--- src/rtl/uart_alu_host.sv ---
// Host side of the UART ALU link: sends A, B and OPCODE as three back-to-back 8N1
// frames, then waits for one result frame and reports done, timeout or framing error.
module uart_alu_host #(
    parameter int unsigned BITS           = 8,
    parameter int unsigned OPCODE         = 6,
    parameter int unsigned CLKS_PER_BIT   = 2604,
    parameter int unsigned TIMEOUT_CYCLES = 1000000
) (
    input  logic              i_Clock,
    input  logic              i_reset,
    input  logic              i_start,
    input  logic [BITS-1:0]   i_data_A,
    input  logic [BITS-1:0]   i_data_B,
    input  logic [OPCODE-1:0] i_data_OPCODE,
    input  logic              i_rx_data,
    output logic              o_tx_data,
    output logic              o_busy,
    output logic [BITS-1:0]   o_result,
    output logic              o_done,
    output logic              o_timeout,
    output logic              o_frame_err
);

    localparam int unsigned BYTE_W = 8;
    localparam int unsigned CNT_W  = $clog2(CLKS_PER_BIT + 1);
    localparam int unsigned TMO_W  = $clog2(TIMEOUT_CYCLES + 1);
    localparam int unsigned HALF   = CLKS_PER_BIT / 2;

    typedef enum logic [2:0] {IDLE, SEND_A, SEND_B, SEND_OP, WAIT_RES} state_t;
    typedef enum logic [1:0] {RX_IDLE, RX_START, RX_DATA, RX_STOP} rx_state_t;

    state_t              state, state_n;
    rx_state_t           rx_state, rx_state_n;

    logic [BYTE_W-1:0]   a_q, b_q, op_q, cur_byte;
    logic [9:0]          tx_frame;
    logic [3:0]          tx_bit, tx_bit_n, tx_bit_inc;
    logic [CNT_W-1:0]    tx_cnt, tx_cnt_n;
    logic [TMO_W-1:0]    tmo_cnt, tmo_cnt_n;
    logic                tx_n, done_n, tmo_n, ferr_n, load_c;
    logic [BITS-1:0]     result_n;
    logic                pend_vld, pend_vld_n, pend_ok, pend_ok_n;
    logic [BYTE_W-1:0]   pend_byte, pend_byte_n;

    logic                rx_s1, rx_s2, rx_s3;
    logic [CNT_W-1:0]    rx_cnt, rx_cnt_n;
    logic [2:0]          rx_bit, rx_bit_n;
    logic [BYTE_W-1:0]   rx_shift, rx_shift_n;

    logic                bit_end_c, frame_end_c, rx_done_c, tmo_fire_c;

    assign bit_end_c   = (tx_cnt == CNT_W'(CLKS_PER_BIT - 1));
    assign frame_end_c = bit_end_c && (tx_bit == 4'd9);
    assign tx_bit_inc  = tx_bit + 4'd1;
    assign tx_frame    = {1'b1, cur_byte, 1'b0};
    // Stop-bit sample cycle; rx_s2 holds the stop bit and rx_shift the full byte.
    assign rx_done_c   = (rx_state == RX_STOP) && (rx_cnt == CNT_W'(CLKS_PER_BIT - 1));
    // A byte finishing in the same cycle takes priority over the timeout.
    assign tmo_fire_c  = (state == WAIT_RES) && (tmo_cnt == TMO_W'(TIMEOUT_CYCLES - 1)) && !rx_done_c;

    always_comb begin
        case (state)
            SEND_A:  cur_byte = a_q;
            SEND_B:  cur_byte = b_q;
            default: cur_byte = op_q;
        endcase
    end

    always_ff @(posedge i_Clock or negedge i_reset) begin
        if (!i_reset) state <= IDLE;
        else          state <= state_n;
    end

    always_comb begin
        state_n     = state;
        tx_n        = o_tx_data;
        tx_bit_n    = tx_bit;
        tx_cnt_n    = tx_cnt;
        tmo_cnt_n   = '0;
        pend_vld_n  = pend_vld;
        pend_ok_n   = pend_ok;
        pend_byte_n = pend_byte;
        result_n    = o_result;
        done_n      = 1'b0;
        tmo_n       = 1'b0;
        ferr_n      = 1'b0;
        load_c      = 1'b0;
        case (state)
            IDLE: begin
                tx_n = 1'b1;
                if (i_start) begin
                    load_c     = 1'b1;
                    state_n    = SEND_A;
                    tx_bit_n   = '0;
                    tx_cnt_n   = '0;
                    tx_n       = 1'b0;
                    pend_vld_n = 1'b0;
                end
            end
            SEND_A, SEND_B, SEND_OP: begin
                tx_cnt_n = bit_end_c ? '0 : tx_cnt + 1'b1;
                if (bit_end_c && !frame_end_c) begin
                    tx_bit_n = tx_bit_inc;
                    tx_n     = tx_frame[tx_bit_inc];
                end
                // An early reply is held until the OP frame is fully on the line.
                if (state == SEND_OP && rx_done_c && !pend_vld) begin
                    pend_vld_n  = 1'b1;
                    pend_ok_n   = rx_s2;
                    pend_byte_n = rx_shift;
                end
                if (frame_end_c) begin
                    tx_bit_n = '0;
                    tx_n     = 1'b0;
                    case (state)
                        SEND_A: state_n = SEND_B;
                        SEND_B: state_n = SEND_OP;
                        default: begin
                            tx_n = 1'b1;
                            if (pend_vld || rx_done_c) begin
                                state_n    = IDLE;
                                pend_vld_n = 1'b0;
                                if (pend_vld ? pend_ok : rx_s2) begin
                                    done_n   = 1'b1;
                                    result_n = BITS'(pend_vld ? pend_byte : rx_shift);
                                end else begin
                                    ferr_n = 1'b1;
                                end
                            end else begin
                                state_n = WAIT_RES;
                            end
                        end
                    endcase
                end
            end
            WAIT_RES: begin
                tx_n = 1'b1;
                if (rx_done_c) begin
                    state_n = IDLE;
                    if (rx_s2) begin
                        done_n   = 1'b1;
                        result_n = BITS'(rx_shift);
                    end else begin
                        ferr_n = 1'b1;
                    end
                end else if (tmo_fire_c) begin
                    state_n = IDLE;
                    tmo_n   = 1'b1;
                end else begin
                    tmo_cnt_n = tmo_cnt + 1'b1;
                end
            end
            default: state_n = IDLE;
        endcase
    end

    always_ff @(posedge i_Clock or negedge i_reset) begin
        if (!i_reset) begin
            o_tx_data   <= 1'b1;
            o_busy      <= 1'b0;
            o_result    <= '0;
            o_done      <= 1'b0;
            o_timeout   <= 1'b0;
            o_frame_err <= 1'b0;
            tx_bit      <= '0;
            tx_cnt      <= '0;
            tmo_cnt     <= '0;
            pend_vld    <= 1'b0;
            pend_ok     <= 1'b0;
            pend_byte   <= '0;
            a_q         <= '0;
            b_q         <= '0;
            op_q        <= '0;
        end else begin
            o_tx_data   <= tx_n;
            o_busy      <= (state_n != IDLE);
            o_result    <= result_n;
            o_done      <= done_n;
            o_timeout   <= tmo_n;
            o_frame_err <= ferr_n;
            tx_bit      <= tx_bit_n;
            tx_cnt      <= tx_cnt_n;
            tmo_cnt     <= tmo_cnt_n;
            pend_vld    <= pend_vld_n;
            pend_ok     <= pend_ok_n;
            pend_byte   <= pend_byte_n;
            if (load_c) begin
                a_q  <= BYTE_W'(i_data_A);
                b_q  <= BYTE_W'(i_data_B);
                op_q <= BYTE_W'(i_data_OPCODE);
            end
        end
    end

    // Receiver: synchronizer plus previous-sample flop for falling-edge detection.
    always_ff @(posedge i_Clock or negedge i_reset) begin
        if (!i_reset) begin
            rx_s1    <= 1'b1;
            rx_s2    <= 1'b1;
            rx_s3    <= 1'b1;
            rx_state <= RX_IDLE;
            rx_cnt   <= '0;
            rx_bit   <= '0;
            rx_shift <= '0;
        end else begin
            rx_s1    <= i_rx_data;
            rx_s2    <= rx_s1;
            rx_s3    <= rx_s2;
            rx_state <= rx_state_n;
            rx_cnt   <= rx_cnt_n;
            rx_bit   <= rx_bit_n;
            rx_shift <= rx_shift_n;
        end
    end

    always_comb begin
        rx_state_n = rx_state;
        rx_cnt_n   = rx_cnt + 1'b1;
        rx_bit_n   = rx_bit;
        rx_shift_n = rx_shift;
        if (tmo_fire_c) begin
            rx_state_n = RX_IDLE;
            rx_cnt_n   = '0;
        end else begin
            case (rx_state)
                RX_IDLE: begin
                    rx_cnt_n = '0;
                    if (rx_s3 && !rx_s2) rx_state_n = RX_START;
                end
                RX_START: begin
                    if (rx_cnt == CNT_W'(HALF - 1)) begin
                        rx_cnt_n   = '0;
                        rx_bit_n   = '0;
                        rx_state_n = rx_s2 ? RX_IDLE : RX_DATA;
                    end
                end
                RX_DATA: begin
                    if (rx_cnt == CNT_W'(CLKS_PER_BIT - 1)) begin
                        rx_cnt_n   = '0;
                        rx_shift_n = {rx_s2, rx_shift[BYTE_W-1:1]};
                        rx_bit_n   = rx_bit + 3'd1;
                        if (rx_bit == 3'd7) rx_state_n = RX_STOP;
                    end
                end
                RX_STOP: begin
                    if (rx_done_c) begin
                        rx_cnt_n   = '0;
                        rx_state_n = RX_IDLE;
                    end
                end
                default: rx_state_n = RX_IDLE;
            endcase
        end
    end

endmodule

--- config.mk ---
export PLATFORM = sky130hd
export DESIGN_NAME = uart_alu_host
export DESIGN_NICKNAME = d
export VERILOG_FILES = /design/src/rtl/uart_alu_host.sv
export SDC_FILE = /design/constraint.sdc
export NUM_CORES = 1
export LEC_CHECK = 0
export ABC_AREA = 1
export BUFFER_PORTS_ARGS = -buffer_cell sky130_fd_sc_hd__buf_4
export CAP_MARGIN = 20
export CORE_AREA = 2 2 117 119
export DETAILED_ROUTE_END_ITERATION = 12
export DIE_AREA = 0 0 119 121
export PLACE_DENSITY = 0.71
export SLEW_MARGIN = 20
export SYNTH_ARGS = -nofsm -noshare
export SYNTH_HDL_FRONTEND = slang
export SYNTH_SLANG_ARGS = --single-unit
export TNS_END_PERCENT = 20
--- constraint.sdc ---
create_clock -name i_Clock -period 1.8 [get_ports i_Clock]
set_input_delay 0.27 -clock i_Clock [delete_from_list [all_inputs] [get_ports i_Clock]]
set_output_delay 0.27 -clock i_Clock [all_outputs]
set_load 0.05 [all_outputs]
==> run summary, run 1 <==
Gr usage total -> 17.5%
IO buf count -> 38
P_leak -> 3.51 nW
Clock share of power -> 25.4%
Sw frac -> 34.3%
Skew-Pair Late Insertion Delay -> 340 ps
Die Wd -> 119 um
WHS Endpoint -> rx_s1
Post-route cell area -> 0.00740 mm2
Status -> complete, but fails checks
Post-synthesis sequential area ratio -> 48.5%
Most frequent cells in the layout -> 157 x nand2_1, 108 x dfrtp_1, 94 x buf_4, 74 x inv_1, 46 x nand3_1
Detailed Routing Iterations Pass 1 -> 4
Worst setup EP type -> register
Reg clk slew, reported paths -> 70 ps
CTS Buf Count -> 9
Chip height -> 121 um
Syn_nets -> 734
Worst hold stages -> 1
HP Start -> i_rx_data
Post-synth EDFFs -> 0
Crit Path Max Fanout -> 8
CTS tree -> yes
Asr flop ratio synth -> 100%
Final TNS setup -> -1080 ps
Final period util -> 104%
Largest net degree at the start of global routing -> 42
Cell Area, Synth -> 0.00579 mm2
Fillers -> 1149
Vias -> 4824
Via/cell ratio -> 4.92
H-tree depth -> 3
Most common cell after layout, fill and taps aside -> nand2_1
#FFs+latches synth -> 112
Synth warn -> 0
N_diodes -> 0
Worst Skew -> 6.35 ps
FF-to-FF Start -> rx_cnt[6]
DR iter-0 viols -> 289
Setup violations, final -> 26
Synth unique cells -> 39
Max Clk Rate -> 0.532 GHz
I/O pins -> 39
Clock buffer depth -> 2
Placed inst area -> 0.00669 mm2
Sink Count -> 112
Worst Setup Start Kind -> register
Antenna violations before repair -> 0
WHS -> 28.3 ps
Worst slew margin -> 71.4%
Failing checks -> negative setup slack
WL/cell -> 12.9 um
P per Cell Area -> 977 mW/mm2
Initial core utilization -> 44.3%
ANT nets after route -> 0
Reg-to-reg slack, setup -> -80 ps
Nets@finish -> 839
Logic pwr share -> 31.4%
Share of cells above drive strength 1 -> 28.7%
First-pass GRT wire length -> 20.6 mm
Internal cell power -> 4.75 mW
Row count -> 42
Sequential share of power -> 43.2%
Final min period -> 1880 ps
Post-synth top flop -> dfrtp_1
Total grt overflow -> 0
Total Wirelength -> 12.6 mm
DP Wirelength -> 8.57 mm
Least-Margin Pin Slew -> 424 ps
Synth-to-Final Area Change -> 27.8%
Crit path DAT -> 2110 ps
Residual DRC -> 0
Worst Hold Class -> input pin to register
Root Buffer -> clkbuf_16
Critical path class -> register to register
Syn_area_per_cell -> 8.33 um2
Worst IR Drop VDD -> 0.562 mV
Max Slew Vio Count -> 0
Die ar. -> 0.0144 mm2
Core area -> 0.0131 mm2
Max-cap check violation count -> 0
RePlAce Congestion -> 0.850
RSZ-0062 raised after global routing -> yes
Reg2Reg Depth -> 12
Final worst setup slack -> -78.5 ps
Psw -> 2.48 mW
RR Endpoint -> rx_cnt[11]
Cells after synthesis -> 695
Fin. Hold Viols -> 0
CP required -> 2030 ps
Vias in the first global route -> 4550
-- area by class of cell --
type / count / area [um2] / share of cell area, %
Multi-Input combinational cell: 477 / 2810 / 38.0
Sequential cell: 112 / 2810 / 37.9
Timing Repair Buffer: 110 / 950 / 12.8
Inverter: 90 / 345 / 4.66
Clock buffer: 13 / 250 / 3.38
Tap cell: 176 / 220 / 2.97
Clock inverter: 3 / 17.5 / 0.237
-- power groups by stage --
stage | clock [mW] | combinational, mW | sequential, mW
final | 1.84 | 2.27 | 3.12
after CTS | 1.88 | 2.05 | 3.12
after global routing | 2.01 | 2.53 | 3.16
after global placement | 0 | 1.99 | 3.16
after detailed placement | 0 | 2.02 | 3.16
after floorplan | 0 | 1.30 | 3.18
-- cell usage after synthesis, drive strengths merged, types with 2 or more instances --
library cell	number	area, um2
a21oi	21	105
dfrtp	108	2700
nand3	52	283
nor3b	6	45.0
nand2	180	722
nor3	16	80.1
or2	3	18.8
a211oi	2	15.0
ha	13	163
clkbuf	7	26.3
o21ai	51	285
nor4	7	73.8
xor2	15	131
dfstp	4	105
xnor2	6	52.6
nor2	73	347
nand4	21	131
inv	90	343
buf	9	72.6
o22ai	6	37.5
-- logic make-up (layout without fill, tap and decap cells) --
kind of cell | count (synthesis) | in the layout | share of synthesized area [%]
adders and majority gates | 13 | 13 | 2.81
AOI/OAI and AO/OA | 84 | 84 | 8.43
and+or+nand+nor | 359 | 359 | 29.5
buffers and inverters | 106 | 216 | 7.63
xor gates and xnor gates | 21 | 21 | 3.18
DFF | 112 | 112 | 48.5
-- per-stage QoR --
stage / cells / power, mW / utilization (%) / setup WS, ps
2_1_floorplan: 695 / 4.47 / - / 61.4
3_3_place_gp: 952 / 5.15 / 51.1 / 11.7
3_5_place_dp: 952 / 5.18 / 51.1 / -71.0
4_1_cts: 969 / 7.05 / 53.4 / 6.53
5_1_grt: 981 / 7.70 / 56.6 / -163
6_report: 981 / 7.24 / 56.6 / -78.5
-- worst max-delay path: stages (launching register included) --
cell and delay (ps):
dfrtp_1 400, nor2_2 150, inv_2 60, nor2_2 130, inv_2 50, nor2_2 110, nand2_2 90, buf_6 130
o21ai_0 90, inv_1 130, o211ai_4 230, buf_12 160, nor2_1 40
-- per-layer routing --
layer  vias up  wire length [um]  global-route usage [%]  part of all wire [%]
li1       2455                 -                       -                     -
met1      2313              5980                    23.2                    47
met2        48              6230                    29.5                    49
met3         8               314                    3.67                   2.5
met4         0                95                    3.79                  0.75
met5         -                 0                       0                     0
-- sequential cells by signal (all words and copies together), names as in the netlist, 3 cells and up --
register	count
pend_byte	8
rx_bit	3
rx_shift	8
o_result	8
state	3
tx_bit	4
b_q	8
tx_cnt	12
tmo_cnt	20
rx_cnt	12
a_q	8
op_q	6
-- what timing repair did --
item / 4_1_cts / 5_1_grt
endpoints found under the hold margin: 19 / 0
gates cloned: 0 / 3
setup buffers: 0 / 9
hold buffers: 1 / 0
pin swaps: 0 / 27
resized for setup: 4 / 81
setup endpoints to repair: 25 / 57
-- worst max-delay path by stage --
| stage | from | end | slack (ps) | depth (start not counted) |
|---|---|---|---|---|
| after detailed placement | tmo_cnt[0] | rx_bit[2] | -70 | 10 |
| after CTS | tx_bit[1] | o_result[1] | 7 | 9 |
| after floorplan | tmo_cnt[0] | rx_cnt[7] | 60 | 11 |
| after global placement | tmo_cnt[0] | rx_cnt[5] | 10 | 10 |
| after global routing | rx_cnt[6] | rx_cnt[0] | -160 | 12 |
| final | rx_cnt[6] | rx_cnt[11] | -80 | 12 |
(Power assumes the default switching activity.)
==> run 2: changes to the inputs <==
Settings changed: PLACE_DENSITY 0.71 to not set.
==> run summary, run 2 (same netlist as run 1, synthesis figures left out) <==
Status -> complete, but fails checks (unchanged)
Failing checks -> negative setup slack (unchanged)
Cells after DPL -> 928 (was 952)
Via/cell ratio -> 4.97 (was 4.92)
Chip height -> 121 um (unchanged)
P_leak -> 3.34 nW (was 3.51 nW)
Final worst setup slack -> -25.4 ps (was -78.5 ps)
RSZ-0062 raised after global routing -> yes (unchanged)
Most common cell after layout, fill and taps aside -> nand2_1 (unchanged)
Initial core utilization -> 44.3% (unchanged)
Most frequent cells in the layout -> 154 x nand2_1, 107 x dfrtp_1, 77 x inv_1, 73 x buf_4, 47 x nor2_1 (was 157 x nand2_1, 108 x dfrtp_1, 94 x buf_4, 74 x inv_1, 46 x nand3_1)
Fin util -> 54.7% (was 56.6%)
Internal cell power -> 4.73 mW (was 4.75 mW)
P per Cell Area -> 1010 mW/mm2 (was 977 mW/mm2)
Clock share of power -> 26.3% (was 25.4%)
Detailed Routing Iterations Pass 1 -> 4 (unchanged)
DP Wirelength -> 8.84 mm (was 8.57 mm)
Final TNS setup -> -152 ps (was -1080 ps)
Skew-Pair Late Insertion Delay -> 360 ps (was 340 ps)
Reg clk slew, reported paths -> 70 ps (about the same)
Setup violations, final -> 11 (was 26)
IO buf count -> 38 (unchanged)
Worst IR Drop VDD -> 0.711 mV (was 0.562 mV)
Max Slew Vio Count -> 0 (unchanged)
RePlAce Congestion -> 0.852 (was 0.850)
Residual DRC -> 0 (unchanged)
Fin. Hold Viols -> 0 (unchanged)
Largest registers -> tmo_cnt (20), rx_cnt (12), tx_cnt (12) (unchanged)
H-tree depth -> 3 (unchanged)
Worst slew margin -> 62.0% (was 71.4%)
Synth-to-Final Area Change -> 23.7% (was 27.8%)
CTS tree -> yes (unchanged)
CTS Buf Count -> 9 (unchanged)
Non-Filler Instances -> 956 (was 981)
N_diodes -> 0 (unchanged)
Worst Setup Start Kind -> register (unchanged)
Die ar. -> 0.0144 mm2 (unchanged)
Gr usage total -> 18.3% (was 17.5%)
Sw frac -> 34.8% (was 34.3%)
ANT nets after route -> 0 (unchanged)
Critical path class -> register to register (unchanged)
Placed inst area -> 0.00651 mm2 (was 0.00669 mm2)
Root Buffer -> clkbuf_16 (unchanged)
Crit-path max cell delay -> 370 ps (was 400 ps)
Worst Skew -> 7.75 ps (was 6.35 ps)
CP required -> 2050 ps (was 2030 ps)
Row count -> 42 (unchanged)
Cells along the critical path -> ha_2, nand2_2, nor4_4, nand2_2, nor2_4, buf_12, nand3_4, nand3_1, nand2_1 (was nor2_2, inv_2, nor2_2, inv_2, nor2_2, nand2_2, buf_6, o21ai_0, inv_1, o211ai_4, buf_12, nor2_1)
Share of cells above drive strength 1 -> 26.5% (was 28.7%)
Worst setup EP type -> register (unchanged)
Post-route cell area -> 0.00716 mm2 (was 0.00740 mm2)
Die Wd -> 119 um (unchanged)
Worst Path Buf+Inv -> 1 (was 5)
Total Wirelength -> 12.7 mm (was 12.6 mm)
Crit Path Max Fanout -> 7 (was 8)
Sink Count -> 112 (unchanged)
Least-Margin Pin Slew -> 566 ps (was 424 ps)
Largest net degree at the start of global routing -> 47 (was 42)
Vias in the first global route -> 4578 (was 4550)
Total grt overflow -> 0 (unchanged)
Final min period -> 1830 ps (was 1880 ps)
Max Clk Rate -> 0.548 GHz (was 0.532 GHz)
Crit path DAT -> 2080 ps (was 2110 ps)
WL/cell -> 13.2 um (was 12.9 um)
Psw -> 2.53 mW (was 2.48 mW)
Top Family by Delay on Critical Path -> simple AND/OR/NAND/NOR gates (was buffers and inverters)
I/O pins -> 39 (unchanged)
Max reg flops -> 20 (unchanged)
Vias -> 4752 (was 4824)
Worst Hold Class -> input pin to register (unchanged)
Clock buffer depth -> 2 (unchanged)
First-pass GRT wire length -> 21.3 mm (was 20.6 mm)
Crit path top cell by count -> nand2_2 (was nor2_2)
Logic pwr share -> 30.1% (was 31.4%)
DR iter-0 viols -> 311 (was 289)
Max-cap check violation count -> 0 (unchanged)
Biggest register -> tmo_cnt (unchanged)
Nets@finish -> 814 (was 839)
Sequential share of power -> 43.5% (was 43.2%)
Antenna violations before repair -> 0 (unchanged)
Critical-path top delay cell -> dfrtp_1 (unchanged)
Core area -> 0.0131 mm2 (unchanged)
Final period util -> 101% (was 104%)
[run 2: cell types whose count changed in the layout (fill, tap and decap cells not counted), moves of 4 or more]
cell / delta
buf_4: -21
nand2_2: +6
buf_6: -5
nand3_2: +4
[run 2: layout make-up]
class	instances	area, um2
clock inverters	6	45.0
inverters	90	343
fillers	1215	5920
repair buffers	83	726
multi-input cells	479	2780
clock buffers	10	239
well taps	176	220
flip-flops and latches	112	2810
[run 2: path summary, 6_finish.rpt]
path,startpoint,end,slack [ps],depth (start not counted)
worst max-delay path,tx_cnt[1],o_result[7],-30,9
worst min-delay path,i_rx_data,rx_s1,20,1
worst max register to register,tx_cnt[1],o_result[7],-30,9
worst min register to register,rx_s1,rx_s2,350,0
max in group asynchronous,i_reset,rx_s1,750,3
min in group asynchronous,i_reset,tx_bit[2],390,2
[run 2: timing repair]
action	CTS	global route
gates resized for setup	6	65
hold buffers	1	0
pin swaps	1	18
setup endpoints to repair	35	72
gates cloned	0	3
hold endpoints to repair	30	0
buffers inserted	0	8
[run 2: metrics by stage]
step	setup WS [ps]	hold WS, ps	power [mW]
floorplan	61.4	-25.6	4.47
global placement	-62.6	242	5.03
detailed placement	-162	245	5.10
CTS	-23.0	10.4	7.04
global route	-128	5.09	7.73
finish	-25.4	22.8	7.25
[run 2: power groups by stage]
stage / logic [mW] / registers, mW / clock network, mW
CTS: 1.92 / 3.14 / 1.97
detailed placement: 1.91 / 3.19 / 0
floorplan: 1.30 / 3.18 / 0
global route: 2.45 / 3.20 / 2.08
finish: 2.18 / 3.16 / 1.91
global placement: 1.86 / 3.17 / 0
[run 2: per-layer routing]
metal | up-vias | routed length (um) | global-route usage [%]
met5 | - | 0 | 0
met1 | 2289 | 5880 | 23.8
li1 | 2407 | - | -
met4 | 0 | 102 | 3.72
met3 | 7 | 367 | 4.98
met2 | 49 | 6310 | 30.7
